<file path="src/rtl/sprite_pkg.sv">
// Shared sprite-pipeline types: scan state encoding, default slot count, index-width helper.
package sprite_pkg;

  typedef enum logic [1:0] {
    IDLE,
    SCAN,
    DONE
  } sprite_scan_state_t;

  localparam int SPRITE_NUM_DEFAULT = 256;

  // Index width for a slot count, never narrower than one bit.
  function automatic int sprite_idx_width(input int num);
    return (num <= 2) ? 1 : $clog2(num);
  endfunction

endpackage

</file>
<file path="src/rtl/sprite_idx_wrap.sv">
// Modulo-NUM_SPRITES index incrementer: purely combinational, zero latency.
// No handshake; the caller decides when the incremented value is taken.
module sprite_idx_wrap
  import sprite_pkg::*;
#(
  parameter int NUM_SPRITES = SPRITE_NUM_DEFAULT,
  parameter int IDX_W       = sprite_idx_width(NUM_SPRITES)
) (
  input  logic [IDX_W-1:0] idx,
  output logic [IDX_W-1:0] idx_next
);

  localparam logic [IDX_W-1:0] IDX_MAX = IDX_W'(NUM_SPRITES - 1);

  assign idx_next = (idx == IDX_MAX) ? '0 : idx + 1'b1;

endmodule

</file>
<file path="src/rtl/sprite_scan_counter.sv">
// Sprite index sequencer over a wrapping inclusive range; first index one cycle after start, then one per cycle,
// holds while ready is low. SPRITE_SCAN_SKIP_EN adds active_mask: masked-off indices are skipped without a handshake.
module sprite_scan_counter
  import sprite_pkg::*;
#(
  parameter int NUM_SPRITES = SPRITE_NUM_DEFAULT,
  localparam int IDX_W      = sprite_idx_width(NUM_SPRITES)
) (
  input  logic                   clk,
  input  logic                   rst,
  input  logic                   start,
  input  logic                   abort,
  input  logic [IDX_W-1:0]       first,
  input  logic [IDX_W-1:0]       last,
  input  logic                   ready,
`ifdef SPRITE_SCAN_SKIP_EN
  input  logic [NUM_SPRITES-1:0] active_mask,
`endif
  output logic [IDX_W-1:0]       sprite_num,
  output logic                   idx_valid,
  output logic                   busy,
  output logic                   done,
  output logic [IDX_W:0]         accepted
);

  localparam logic [IDX_W:0] NUM_EXT = (IDX_W+1)'(NUM_SPRITES);

  sprite_scan_state_t state_q, state_d;
  logic [IDX_W-1:0]   num_q, num_d, num_inc;
  logic [IDX_W-1:0]   last_q, last_d;
  logic [IDX_W:0]     acc_q, acc_d;
  logic [IDX_W-1:0]   first_red, last_red;
  logic               present, xfer, step;

  // Out-of-range range bounds are below 2*NUM_SPRITES, so one subtraction reduces them.
  assign first_red = ({1'b0, first} >= NUM_EXT) ? first - NUM_EXT[IDX_W-1:0] : first;
  assign last_red  = ({1'b0, last}  >= NUM_EXT) ? last  - NUM_EXT[IDX_W-1:0] : last;

`ifdef SPRITE_SCAN_SKIP_EN
  assign present = active_mask[num_q];
`else
  assign present = 1'b1;
`endif

  assign busy       = (state_q == SCAN);
  assign done       = (state_q == DONE);
  assign idx_valid  = busy && present;
  assign sprite_num = num_q;
  assign accepted   = acc_q;

  assign xfer = idx_valid && ready;
  // A masked-off index moves on without waiting for the downstream.
  assign step = xfer || (busy && !present);

  sprite_idx_wrap #(
    .NUM_SPRITES(NUM_SPRITES),
    .IDX_W      (IDX_W)
  ) u_wrap (
    .idx     (num_q),
    .idx_next(num_inc)
  );

  always_comb begin
    state_d = state_q;
    num_d   = num_q;
    last_d  = last_q;
    acc_d   = acc_q;
    unique case (state_q)
      IDLE: begin
        if (start && !abort) begin
          num_d   = first_red;
          last_d  = last_red;
          acc_d   = '0;
          state_d = SCAN;
        end
      end
      SCAN: begin
        // The downstream saw the handshake, so it counts even when aborting.
        if (xfer && (acc_q != NUM_EXT)) acc_d = acc_q + 1'b1;
        if (abort) begin
          state_d = IDLE;
        end else if (step) begin
          if (num_q == last_q) state_d = DONE;
          else                 num_d   = num_inc;
        end
      end
      default: state_d = IDLE;
    endcase
  end

  always_ff @(posedge clk) begin
    if (rst) begin
      state_q <= IDLE;
      num_q   <= '0;
      last_q  <= '0;
      acc_q   <= '0;
    end else begin
      state_q <= state_d;
      num_q   <= num_d;
      last_q  <= last_d;
      acc_q   <= acc_d;
    end
  end

endmodule

</file>
<file path="config.mk">
export PLATFORM = sky130hd
export DESIGN_NAME = sprite_scan_counter
export DESIGN_NICKNAME = d
export VERILOG_FILES = /design/src/rtl/sprite_pkg.sv /design/src/rtl/sprite_idx_wrap.sv /design/src/rtl/sprite_scan_counter.sv
export SDC_FILE = /design/constraint.sdc
export NUM_CORES = 1
export LEC_CHECK = 0
export ABC_CLOCK_PERIOD_IN_PS = 4400
export BUFFER_PORTS_ARGS = -buffer_cell sky130_fd_sc_hd__buf_2
export CORE_MARGIN = 2
export CORE_UTILIZATION = 55
export DETAILED_ROUTE_END_ITERATION = 8
export GPL_TIMING_DRIVEN = 0
export PLACE_DENSITY = 0.93
export SYNTH_ARGS = -nofsm -noshare
export SYNTH_HDL_FRONTEND = slang
export SYNTH_SLANG_ARGS = --single-unit
</file>
<file path="constraint.sdc">
create_clock -name clk -period 4.4 [get_ports clk]
set_clock_uncertainty 0.05 [all_clocks]
set_input_delay 0.88 -clock clk [delete_from_list [all_inputs] [get_ports clk]]
set_output_delay 0.88 -clock clk [all_outputs]
set_load 0.02 [all_outputs]
</file>
==> reports/qor.tcl, run 1 <==
set qor(peak_fanout_along_the_critical_path) 11
set qor(regArea_um2) 541
set qor(timing.hold.worst.class) {reg -> reg}
set qor(clk_pin_slew_worst_paths_ns) 0.15
set qor(slew_headroom) 0.614
set qor(synth_seq_cells) 27
set qor(fp.dieW_um) 58.3
set qor(unrepaired_setup_endpoints_after_global_routing) {false}
set qor(synth_enable_flop_cells) 0
set qor(max_cap_violations) 0
set qor(final_core_util) 0.678
set qor(seq_area_frac_synth) 0.334
set qor(cts_tree) {yes}
set qor(htree_num_levels) 1
set qor(detailedRoute.firstIterationViolations) 104
set qor(ant_nets) 0
set qor(ys_warn_count) 0
set qor(worstMarginPinSlew_ns) 0.579
set qor(ports) 41
set qor(power.static_leakage_nw) 0.817
set qor(syn_area_um2) 1620
set qor(grt_first_pass_wirelength_um) 6170
set qor(drive_gt1_frac) 0.308
set qor(slew_limit_fails) 0
set qor(vias) 1585
set qor(layout.cells.most_common) {sky130_fd_sc_hd__buf_2}
set qor(netlist-cell-type-count) 49
set qor(place.port_buffers) 40
set qor(worstPathArrival_ns) 1.57
set qor(setup_total_negative_slack_ns) 0
set qor(number_of_filler_instances_in_the_final_layout) 238
set qor(insertion_delay_ns) 0.33
set qor(switching_pwr_mw) 0.147
set qor(grt_antenna_before_repair) 0
set qor(gpl.final_weighted_congestion) 0.856
set qor(dieHeight_um) 58.3
set qor(finalNetCount) 265
set qor(endpoint_required_time_on_the_critical_path_ns) 3.47
set qor(flow.area_growth_from_synthesis_pct) 16.4
set qor(design.die.area_um2) 3400
set qor(fmax_mhz) 400
set qor(outcome) {finished clean}
set qor(remaining_drc_errors) 0
set qor(number_of_gates_resized_after_cts) 0
set qor(combinational_cell_fraction_of_total_power) 0.232
set qor(peakVddDrop_v) 0.000158
set qor(wire_per_inst_um) 13.6
set qor(syn-num-nets) 220
set qor(power_per_cell_area_nw_per_um2) 257
set qor(cts_max_path_buffers) 2
set qor(totalWireLength_um) 3690
set qor(grt_pass1_vias) 1412
set qor(largest_net_degree_at_the_start_of_global_routing) 15
set qor(internal_power_mw) 0.337
set qor(layout.cell_area.non_filler_um2) 1890
set qor(diodes) 0
set qor(async_reset_ff_frac) 0
set qor(power.share.clock) 0.223
set qor(final_min_period_over_clock_period) 0.568
set qor(postCtsSetupRepairBufs) 0
set qor(hpwl_um) 2810
set qor(cts.root.buffer_cell) {sky130_fd_sc_hd__clkbuf_4}
set qor(cp-end-kind) {output pin}
set qor(setup.worst_path.start_class) {register}
set qor(cts_buffers) 3
set qor(coreArea_um2) 2780
set qor(postPlaceCellArea_um2) 1860
set qor(cts_num_sinks) 27
set qor(drt-vias-per-instance) 5.85
set qor(seq_power_share) 0.545
set qor(cts.hold.buffers_added) 0
set qor(groute.usage.overall) 0.231
set qor(setup-violations-final) 0
set qor(final_hold_viol_count) 0
set qor(min_period_ns) 2.50
set qor(grt_remaining_overflow) 0
set qor(syn-instance-count) 196
set qor(power_switching_share) 0.304
set qor(placementRows) 19
set qor(footprint_of_the_multi_input_gates_um2) 966
set qor(timing_worst_setup_path_type) {reg -> out}
set qor(detail_route.first_pass.iterations) 4
set qor(most-common-layout-cells) {sky130_fd_sc_hd__buf_2 (43), sky130_fd_sc_hd__dfxtp_1 (27), sky130_fd_sc_hd__nand2_1 (26)}
set qor(post_synth.cell_area_avg_um2) 8.27
set qor(synth-main-ff-cell) {sky130_fd_sc_hd__dfxtp_1}
set qor(floorplan.initialDensity) 0.583
==> critical path: stages, from the launching register on <==
cell and delay, ns:
sky130_fd_sc_hd__dfxtp_1 0.39, sky130_fd_sc_hd__nand2b_1 0.14, sky130_fd_sc_hd__buf_6 0.13, sky130_fd_sc_hd__clkinv_2 0.10, sky130_fd_sc_hd__buf_2 0.19, sky130_fd_sc_hd__buf_4 0.14
sky130_fd_sc_hd__buf_2 0.15
==> cells by family after synthesis <==
logic type,synth area share
and+or+nand+nor,0.297
AOI/OAI and AO/OA,0.207
DFF,0.334
buffers and inverters,0.0703
xor gates and xnor gates,0.0487
muxes,0.0201
adders and majority gates,0.0232
==> final timing paths <==
check	startpoint	to	slack (ns)	cells past startpoint
max	state_q[1]$_SDFFE_PP0P_	idx_valid	1.90	6
min	last_q[7]$_SDFFE_PP0P_	last_q[7]$_SDFFE_PP0P_	0.43	2
max reg2reg	sprite_num[0]$_SDFFE_PP0P_	sprite_num[4]$_SDFFE_PP0P_	2.45	7
min reg2reg	last_q[7]$_SDFFE_PP0P_	last_q[7]$_SDFFE_PP0P_	0.43	2
==> area by class of cell <==
cell class | count | area share
Buffer | 16 | 0.0498
Clock buffer | 4 | 0.0139
Inverter | 5 | 0.0106
Multi-Input combinational cell | 148 | 0.512
Sequential cell | 27 | 0.287
Tap cell | 31 | 0.0206
Timing Repair Buffer | 40 | 0.106
==> flip-flops by register name, indices dropped and copies added (netlist names) <==
name and count:
last_q 8, accepted 9, state_q 2, sprite_num 8
==> power groups by stage <==
| stage | clock, mW | sequential [mW] | combinational [mW] |
|---|---|---|---|
| after floorplan | 0 | 0.274 | 0.0752 |
| final | 0.108 | 0.264 | 0.112 |
| after detailed placement | 0 | 0.269 | 0.112 |
| after global routing | 0.120 | 0.265 | 0.124 |
| after global placement | 0 | 0.269 | 0.110 |
| after CTS | 0.109 | 0.264 | 0.113 |
==> per-layer routing <==
metal  up-vias  part of all wire  track usage
met5         -                 0            0
met4         0             0.024       0.0997
met3        11             0.056       0.0313
met2        58              0.49        0.387
met1       731              0.43        0.294
li1        785                 -            -
==> synth_stat cells (all sizes together), types with 2 or more instances <==
| master | instances | share of area |
|---|---|---|
| and2 | 3 | 0.015 |
| and3 | 5 | 0.019 |
| ha | 3 | 0.023 |
| or4b | 3 | 0.021 |
| inv | 4 | 0.0093 |
| nand2 | 26 | 0.060 |
| buf | 9 | 0.042 |
| nand2b | 2 | 0.0077 |
| a21o | 2 | 0.0093 |
| xor2 | 8 | 0.043 |
| o21ai | 6 | 0.023 |
| clkbuf | 7 | 0.016 |
| a211oi | 2 | 0.0093 |
| dfxtp | 27 | 0.33 |
| nor4 | 4 | 0.034 |
| o22ai | 3 | 0.012 |
| or3b | 4 | 0.022 |
| o32ai | 2 | 0.011 |
| nand3 | 9 | 0.028 |
| mux2 | 2 | 0.014 |
| nand4 | 2 | 0.0077 |
| nor2 | 17 | 0.039 |
| a221oi | 3 | 0.016 |
| nor2b | 2 | 0.0077 |
| a21oi | 22 | 0.077 |
| nor3 | 4 | 0.015 |
| a31oi | 2 | 0.0077 |
==> stage by stage <==
| step | hold WS, ns | power (mW) | cells | setup WS, ns |
|---|---|---|---|---|
| after floorplan | 0.398 | 0.349 | 196 | 2.22 |
| after global placement | 0.407 | 0.379 | 267 | 1.98 |
| after detailed placement | 0.412 | 0.382 | 267 | 1.98 |
| after CTS | 0.430 | 0.485 | 271 | 1.91 |
| after global routing | 0.446 | 0.509 | 271 | 1.81 |
| final | 0.426 | 0.484 | 271 | 1.90 |
Power figures use the tool's default switching activity.
==> run 2: changes to the inputs <==
--- a/config.mk
+++ b/config.mk
@@ -5,13 +5,14 @@
 export SDC_FILE = /design/constraint.sdc
 export NUM_CORES = 1
 export LEC_CHECK = 0
-export ABC_CLOCK_PERIOD_IN_PS = 4400
+export ABC_AREA = 1
+export ABC_CLOCK_PERIOD_IN_PS = 2500
 export BUFFER_PORTS_ARGS = -buffer_cell sky130_fd_sc_hd__buf_2
 export CORE_MARGIN = 2
-export CORE_UTILIZATION = 55
+export CORE_UTILIZATION = 53
 export DETAILED_ROUTE_END_ITERATION = 8
 export GPL_TIMING_DRIVEN = 0
-export PLACE_DENSITY = 0.93
+export PLACE_DENSITY = 0.9
 export SYNTH_ARGS = -nofsm -noshare
 export SYNTH_HDL_FRONTEND = slang
 export SYNTH_SLANG_ARGS = --single-unit
==> constraint.sdc (replaced) <==
create_clock -name clk -period 2.5 [get_ports clk]
set_clock_uncertainty 0.05 [all_clocks]
set_input_delay 0.5 -clock clk [delete_from_list [all_inputs] [get_ports clk]]
set_output_delay 0.5 -clock clk [all_outputs]
set_load 0.02 [all_outputs]
==> run 2 against run 1 <==
  * Critical path depth stayed put
  * Non-clock buffer count is 6 lower
  * Hold slack worse by 0.081 ns
  * Largest cell class unchanged
  * Worst setup slack worse by 1.5 ns
  * Clock-buffer cell count stayed put
  * Clock power is 79% higher
  * Area after synthesis is 3.3% higher
  * Combinational power is 88% higher
  * Routed wire length is 9.1% higher
  * Critical path type unchanged
  * First-iteration DRC count is 8.7% higher
  * Flip-flop and latch count stayed put
  * Register-to-register slack worse by 1.6 ns
==> reports/qor.tcl, run 2 <==
set qor(outcome) {finished clean}
set qor(number_of_gates_resized_after_cts) 0 ;# unchanged
set qor(gpl.final_weighted_congestion) 0.890 ;# +4.0%
set qor(cts.hold.buffers_added) 0 ;# unchanged
set qor(area_contributors_post_synth) {sky130_fd_sc_hd__dfxtp_1 (32%), sky130_fd_sc_hd__nand2_1 (17%), sky130_fd_sc_hd__nor2_1 (9.0%)}
set qor(number_of_instances_in_the_placed_design) 346 ;# +30%
set qor(setup-violations-final) 0 ;# unchanged
set qor(grt_first_pass_wirelength_um) 6540 ;# +6.0%
set qor(syn_area_um2) 1670 ;# +3.3%
set qor(drive_gt1_frac) 0.222 ;# -0.0861
set qor(fp.dieW_um) 60.2 ;# +3.3%
set qor(grt_antenna_before_repair) 0 ;# unchanged
set qor(critPathLaunch) {state_q[1]$_SDFFE_PP0P_}
set qor(fmax_mhz) 482
set qor(cts.root.buffer_cell) {sky130_fd_sc_hd__clkbuf_4}
set qor(cts_num_sinks) 27 ;# unchanged
set qor(floorplan.initialDensity) 0.553 ;# -0.0297
set qor(cts_max_path_buffers) 2 ;# unchanged
set qor(synth_seq_cells) 27 ;# unchanged
set qor(clk_pin_slew_worst_paths_ns) 0.14 ;# about the same
set qor(min-delay-start) {rst}
set qor(totalWireLength_um) 4020 ;# +9.1%
set qor(fin_cells) 350 ;# +29%
set qor(cts_tree) {yes}
set qor(worstMarginPinSlew_ns) 0.295 ;# -0.284 ns
set qor(vias) 1759 ;# +11%
set qor(fin_total_pwr_mw) 0.881 ;# +82%
set qor(postPlaceCellArea_um2) 1930 ;# +3.8%
set qor(drt-vias-per-instance) 5.03 ;# -14%
set qor(timing_worst_setup_path_type) {reg -> out}
set qor(timing.hold.worst.class) {in -> reg}
set qor(regArea_um2) 541 ;# unchanged
set qor(ys_warn_count) 0 ;# unchanged
set qor(min_period_ns) 2.08
set qor(postCtsSetupRepairBufs) 0 ;# unchanged
set qor(post-synth-top-area-fraction) 0.323 ;# -0.0107
set qor(cp-end-kind) {output pin}
set qor(worstPathArrival_ns) 1.53 ;# -0.04 ns
set qor(endpoint_required_time_on_the_critical_path_ns) 1.95 ;# -1.52 ns
set qor(seq_area_frac_synth) 0.323 ;# -0.0107
set qor(finalNetCount) 331 ;# +25%
set qor(most-common-layout-cells) {sky130_fd_sc_hd__nand2_1 (75), sky130_fd_sc_hd__buf_2 (43), sky130_fd_sc_hd__nor2_1 (40)}
set qor(diodes) 0 ;# unchanged
set qor(synth_enable_flop_cells) 0 ;# unchanged
set qor(ant_nets) 0 ;# unchanged
set qor(final_min_period_over_clock_period) 0.831
set qor(flow.area_growth_from_synthesis_pct) 16.8
set qor(timing.hold.ws_ns) 0.346 ;# -0.0808 ns
set qor(placementRows) 20 ;# +1
set qor(design.die.area_um2) 3620 ;# +6.7%
set qor(grt_pass1_vias) 1546 ;# +9.5%
set qor(max_cap_violations) 0 ;# unchanged
set qor(slew_limit_fails) 0 ;# unchanged
set qor(timing.rr.start) {sprite_num[1]$_SDFFE_PP0P_}
set qor(ports) 41 ;# unchanged
set qor(largest_net_degree_at_the_start_of_global_routing) 15 ;# unchanged
set qor(unrepaired_setup_endpoints_after_global_routing) {false}
set qor(remaining_drc_errors) 0 ;# unchanged
set qor(async_reset_ff_frac) 0 ;# unchanged
set qor(slew_headroom) 0.802 ;# +0.188
set qor(coreArea_um2) 3030 ;# +8.9%
set qor(footprint_of_the_multi_input_gates_um2) 938 ;# -2.8%
set qor(peakVddDrop_v) 0.000261 ;# +65%
set qor(setup.worst_path.start_class) {register}
set qor(detail_route.first_pass.iterations) 4 ;# unchanged
set qor(htree_num_levels) 1 ;# unchanged
set qor(grt_remaining_overflow) 0 ;# unchanged
set qor(final_hold_viol_count) 0 ;# unchanged
set qor(dieHeight_um) 60.2 ;# +3.3%
set qor(layout.cell_area.non_filler_um2) 1960 ;# +3.7%
set qor(groute.usage.overall) 0.237 ;# +0.00656
set qor(netlist-cell-type-count) 25 ;# -49%
set qor(peak_fanout_along_the_critical_path) 11 ;# unchanged
set qor(synth_common_cells) {sky130_fd_sc_hd__nand2_1 (75), sky130_fd_sc_hd__nor2_1 (40), sky130_fd_sc_hd__inv_1 (29)}
set qor(layout.cells.most_common) {sky130_fd_sc_hd__nand2_1}
set qor(max_stage_delay_ns) 0.34 ;# -0.05 ns
set qor(synth_area_leader) {sky130_fd_sc_hd__dfxtp_1}
set qor(syn-num-nets) 286 ;# +30%
set qor(hpwl_um) 3040 ;# +8.2%
set qor(power.static_leakage_nw) 0.952 ;# +17%
set qor(wire_per_inst_um) 11.5 ;# -16%
set qor(place.port_buffers) 40 ;# unchanged
set qor(post_synth.cell_area_avg_um2) 6.39 ;# -23%
set qor(worstPathCellList) {inv_1, nand2_2, inv_1, buf_2, buf_4, buf_2}
set qor(setup_total_negative_slack_ns) 0 ;# unchanged
set qor(number_of_filler_instances_in_the_final_layout) 293 ;# +23%
set qor(power_per_cell_area_nw_per_um2) 450 ;# +75%
set qor(detailedRoute.firstIterationViolations) 113 ;# +8.7%
set qor(crit_path_top_delay_cell) {sky130_fd_sc_hd__dfxtp_1}
set qor(cts_buffers) 3 ;# unchanged
set qor(largest_register_ff_count) 9 ;# unchanged
set qor(insertion_delay_ns) 0.33 ;# about the same
set qor(syn-instance-count) 262 ;# +34%
set qor(synth-main-ff-cell) {sky130_fd_sc_hd__dfxtp_1}
set qor(synth_most_common_cell) {sky130_fd_sc_hd__nand2_1}
[run 2: cell types whose count changed after synthesis, moves of 4 or more]
cell,before,now
sky130_fd_sc_hd__nand2_1,26,75
sky130_fd_sc_hd__inv_1,4,29
sky130_fd_sc_hd__nor2_1,17,40
sky130_fd_sc_hd__o21ai_0,2,15
sky130_fd_sc_hd__xor2_1,8,0
sky130_fd_sc_hd__clkbuf_1,7,0
sky130_fd_sc_hd__and3_1,5,0
sky130_fd_sc_hd__nand2_2,0,4
sky130_fd_sc_hd__nand3_1,9,13
sky130_fd_sc_hd__or3b_2,4,0
[run 2: cell type report]
class	count	area share
clock buffers	4	0.0134
well taps	44	0.0282
inverters	30	0.0576
flip-flops and latches	27	0.276
plain buffers	10	0.0422
repair buffers	40	0.102
multi-input cells	195	0.480
[run 2: report_power, final]
group	total, mW	internal (mW)	switching (mW)
clock	0.193	0.0626	0.130
sequential	0.477	0.452	0.0242
combinational	0.211	0.0844	0.127
total	0.881	0.599	0.281
[run 2: worst max-delay path: cells and delay by family (launching register included)]
family / cells / cell delay [ns]
and+or+nand+nor: 1 / 0.06
buffers and inverters: 5 / 0.80
DFF: 1 / 0.34
[run 2: through the flow]
step | worst slack, ns | util
5_1_grt | 0.305 | 0.646
3_3_place_gp | 0.812 | 0.637
6_report | 0.424 | 0.646
3_5_place_dp | 0.807 | 0.637
4_1_cts | 0.427 | 0.646
2_1_floorplan | 0.925 | -
[run 2: final timing paths]
kind,to,slack [ns],cells after the start
setup / recovery,idx_valid,0.42,6
hold / removal,accepted[1]$_SDFFE_PP0P_,0.35,2
setup reg to reg,sprite_num[5]$_SDFFE_PP0P_,0.86,10
hold reg to reg,last_q[1]$_SDFFE_PP0P_,0.43,2
[run 2: logic make-up after synthesis]
family | count (synthesis) | synth area share
XOR/XNOR | 4 | 0.0209
AND/OR/NAND/NOR | 148 | 0.383
buffers and inverters | 40 | 0.117
flip-flops | 27 | 0.323
AO/OA/AOI/OAI | 40 | 0.135
adder cells (fa/ha/maj) | 3 | 0.0224
[run 2: metal layers]
metal | track usage | part of all wire | up-vias
met5 | 0 | 0 | -
met4 | 0.0603 | 0.0087 | 0
met3 | 0.0498 | 0.070 | 5
met2 | 0.432 | 0.50 | 67
met1 | 0.279 | 0.42 | 779
li1 | - | - | 908
==> run 3: changes to the inputs <==
--- a/config.mk
+++ b/config.mk
@@ -5,14 +5,14 @@
 export SDC_FILE = /design/constraint.sdc
 export NUM_CORES = 1
 export LEC_CHECK = 0
-export ABC_AREA = 1
-export ABC_CLOCK_PERIOD_IN_PS = 2500
+export ABC_AREA = 0
+export ABC_CLOCK_PERIOD_IN_PS = 2160
 export BUFFER_PORTS_ARGS = -buffer_cell sky130_fd_sc_hd__buf_2
 export CORE_MARGIN = 2
-export CORE_UTILIZATION = 53
+export CORE_UTILIZATION = 52
 export DETAILED_ROUTE_END_ITERATION = 8
 export GPL_TIMING_DRIVEN = 0
-export PLACE_DENSITY = 0.9
+export PLACE_DENSITY = 0.89
 export SYNTH_ARGS = -nofsm -noshare
 export SYNTH_HDL_FRONTEND = slang
 export SYNTH_SLANG_ARGS = --single-unit
==> constraint.sdc (replaced) <==
create_clock -name clk -period 2.16 [get_ports clk]
set_clock_uncertainty 0.05 [all_clocks]
set_input_delay 0.432 -clock clk [delete_from_list [all_inputs] [get_ports clk]]
set_output_delay 0.432 -clock clk [all_outputs]
set_load 0.02 [all_outputs]
==> run 3 against run 2 <==
  * Routed wire length fell by 4.6%
  * Hold slack worse by 0.064 ns
  * Sequential share of layout area grew 0.99 points
  * Design area is 3.5% lower
  * Flip-flop and latch count unchanged
  * Combinational power rose by 11%
  * First-iteration DRC count is 9.7% higher
  * Cell count is 22% lower
  * Critical endpoint unchanged
  * Largest cell class unchanged
==> reports/qor.tcl, run 3 (synthesized netlist as in run 1, its figures left out) <==
set qor(fin_total_pwr_mw) 0.993 ;# +13%
set qor(cts_buffers) 3 ;# unchanged
set qor(number_of_filler_instances_in_the_final_layout) 276 ;# -5.8%
set qor(flow.area_growth_from_synthesis_pct) 16.5
set qor(slew_headroom) 0.647 ;# -0.155
set qor(cts_num_sinks) 27 ;# unchanged
set qor(grt_antenna_before_repair) 0 ;# unchanged
set qor(regArea_um2) 541 ;# unchanged
set qor(gpl.final_weighted_congestion) 0.924 ;# +3.9%
set qor(cts_tree) {yes}
set qor(place.port_buffers) 40 ;# unchanged
set qor(cts.root.buffer_cell) {sky130_fd_sc_hd__clkbuf_4}
set qor(coreArea_um2) 3000 ;# -0.83%
set qor(detail_route.first_pass.iterations) 4 ;# unchanged
set qor(critPathLaunch) {state_q[1]$_SDFFE_PP0P_}
set qor(setup_slack_ns) 0.130 ;# -0.293 ns
set qor(number_of_gates_resized_after_cts) 0 ;# unchanged
set qor(grt_remaining_overflow) 0 ;# unchanged
set qor(worstPathArrival_ns) 1.55 ;# +0.02 ns
set qor(max_cap_violations) 0 ;# unchanged
set qor(timing.hold.worst.class) {in -> reg}
set qor(diodes) 0 ;# unchanged
set qor(power_per_cell_area_nw_per_um2) 526 ;# +17%
set qor(floorplan.initialDensity) 0.540 ;# -0.0133
set qor(endpoint_required_time_on_the_critical_path_ns) 1.68 ;# -0.27 ns
set qor(fp.dieW_um) 59.8 ;# -0.63%
set qor(grt_pass1_vias) 1374 ;# -11%
set qor(postPlaceCellArea_um2) 1860 ;# -3.5%
set qor(unrepaired_setup_endpoints_after_global_routing) {false}
set qor(final_core_util) 0.629 ;# -0.0171
set qor(detailedRoute.firstIterationViolations) 124 ;# +9.7%
set qor(postCtsSetupRepairBufs) 0 ;# unchanged
set qor(insertion_delay_ns) 0.32 ;# about the same
set qor(design.die.area_um2) 3580 ;# -1.3%
set qor(timing_worst_setup_path_type) {reg -> out}
set qor(peak_fanout_along_the_critical_path) 11 ;# unchanged
set qor(ant_nets) 0 ;# unchanged
set qor(largest_net_degree_at_the_start_of_global_routing) 15 ;# unchanged
set qor(ports) 41 ;# unchanged
set qor(layout.cells.most_common) {sky130_fd_sc_hd__buf_2}
set qor(cts.hold.buffers_added) 0 ;# unchanged
set qor(power.static_leakage_nw) 0.817 ;# -14%
set qor(setup_total_negative_slack_ns) 0 ;# unchanged
set qor(clk_pin_slew_worst_paths_ns) 0.15 ;# about the same
set qor(setup-violations-final) 0 ;# unchanged
set qor(wl_met2_um) 1880 ;# -6.4%
set qor(final_hold_viol_count) 0 ;# unchanged
set qor(grt_first_pass_wirelength_um) 6200 ;# -5.2%
set qor(fmax_mhz) 493
set qor(drive_gt1_frac) 0.308 ;# +0.0861
set qor(placementRows) 20 ;# unchanged
set qor(remaining_drc_errors) 0 ;# unchanged
set qor(hpwl_um) 2890 ;# -4.9%
set qor(dpl_worst_slack_ns) 0.158 ;# -0.649 ns
set qor(htree_num_levels) 1 ;# unchanged
set qor(peakVddDrop_v) 0.000242 ;# -7.6%
set qor(footprint_of_the_multi_input_gates_um2) 966 ;# +2.9%
set qor(largest_register_ff_count) 9 ;# unchanged
set qor(totalWireLength_um) 3830 ;# -4.6%
set qor(detailroute.wirelength.met3_um) 272 ;# -2.9%
set qor(final_min_period_over_clock_period) 0.940
set qor(cp-end-kind) {output pin}
set qor(min-delay-start) {last[2]}
set qor(slew_limit_fails) 0 ;# unchanged
set qor(dieHeight_um) 59.8 ;# -0.63%
set qor(cts_max_path_buffers) 2 ;# unchanged
set qor(highest_layer) {met4}
set qor(groute.usage.overall) 0.224 ;# -0.0128
set qor(most-common-layout-cells) {sky130_fd_sc_hd__buf_2 (43), sky130_fd_sc_hd__dfxtp_1 (27), sky130_fd_sc_hd__nand2_1 (26)}
set qor(min_period_ns) 2.03
set qor(finalNetCount) 265 ;# -20%
set qor(setup.worst_path.start_class) {register}
set qor(m1WireLength_um) 1630 ;# -3.8%
set qor(worstMarginPinSlew_ns) 0.530 ;# +0.235 ns
set qor(wire_per_inst_um) 14.0 ;# +22%
set qor(vias) 1596 ;# -9.3%
set qor(outcome) {finished clean}
set qor(drt-vias-per-instance) 5.85 ;# +16%
set qor(layout.cell_area.non_filler_um2) 1890 ;# -3.5%
set qor(timing.rr.start) {sprite_num[0]$_SDFFE_PP0P_}
-- run 3: layer usage --
metal | vias to the layer above | track usage
li1 | 784 | -
met1 | 733 | 0.293
met2 | 71 | 0.388
met3 | 8 | 0.0260
met4 | 0 | 0.0603
met5 | - | 0
-- run 3: per-stage QoR --
step	hold slack [ns]	std cells
after floorplan	0.398	196
after global placement	0.405	269
after detailed placement	0.413	269
after CTS	0.284	273
after global routing	0.267	273
final	0.281	273
-- run 3: critical path: stages (launching register included) --
cell and delay [ns]:
sky130_fd_sc_hd__dfxtp_1 0.36, sky130_fd_sc_hd__nand2b_1 0.15, sky130_fd_sc_hd__buf_6 0.13, sky130_fd_sc_hd__clkinv_2 0.08, sky130_fd_sc_hd__buf_2 0.22, sky130_fd_sc_hd__buf_4 0.13
sky130_fd_sc_hd__buf_2 0.14
-- run 3: power by group --
| part | internal [mW] | switching [mW] | total [mW] |
|---|---|---|---|
| logic | 0.0963 | 0.137 | 0.234 |
| clock network | 0.0723 | 0.149 | 0.221 |
| registers | 0.518 | 0.0200 | 0.538 |
| total | 0.686 | 0.306 | 0.993 |
-- run 3: path summary, 6_finish.rpt --
kind / to / slack [ns] / cells past startpoint
max reg2reg: sprite_num[4]$_SDFFE_PP0P_ / 0.20 / 7
min reg2reg: last_q[3]$_SDFFE_PP0P_ / 0.43 / 2
min: last_q[2]$_SDFFE_PP0P_ / 0.28 / 3
max: idx_valid / 0.13 / 6
-- run 3: area by class of cell --
cell class	instances	area share
plain buffers	16	0.0497
clock buffers	4	0.0139
inverters	5	0.0106
multi-input cells	148	0.512
flip-flops and latches	27	0.286
well taps	33	0.0219
repair buffers	40	0.106
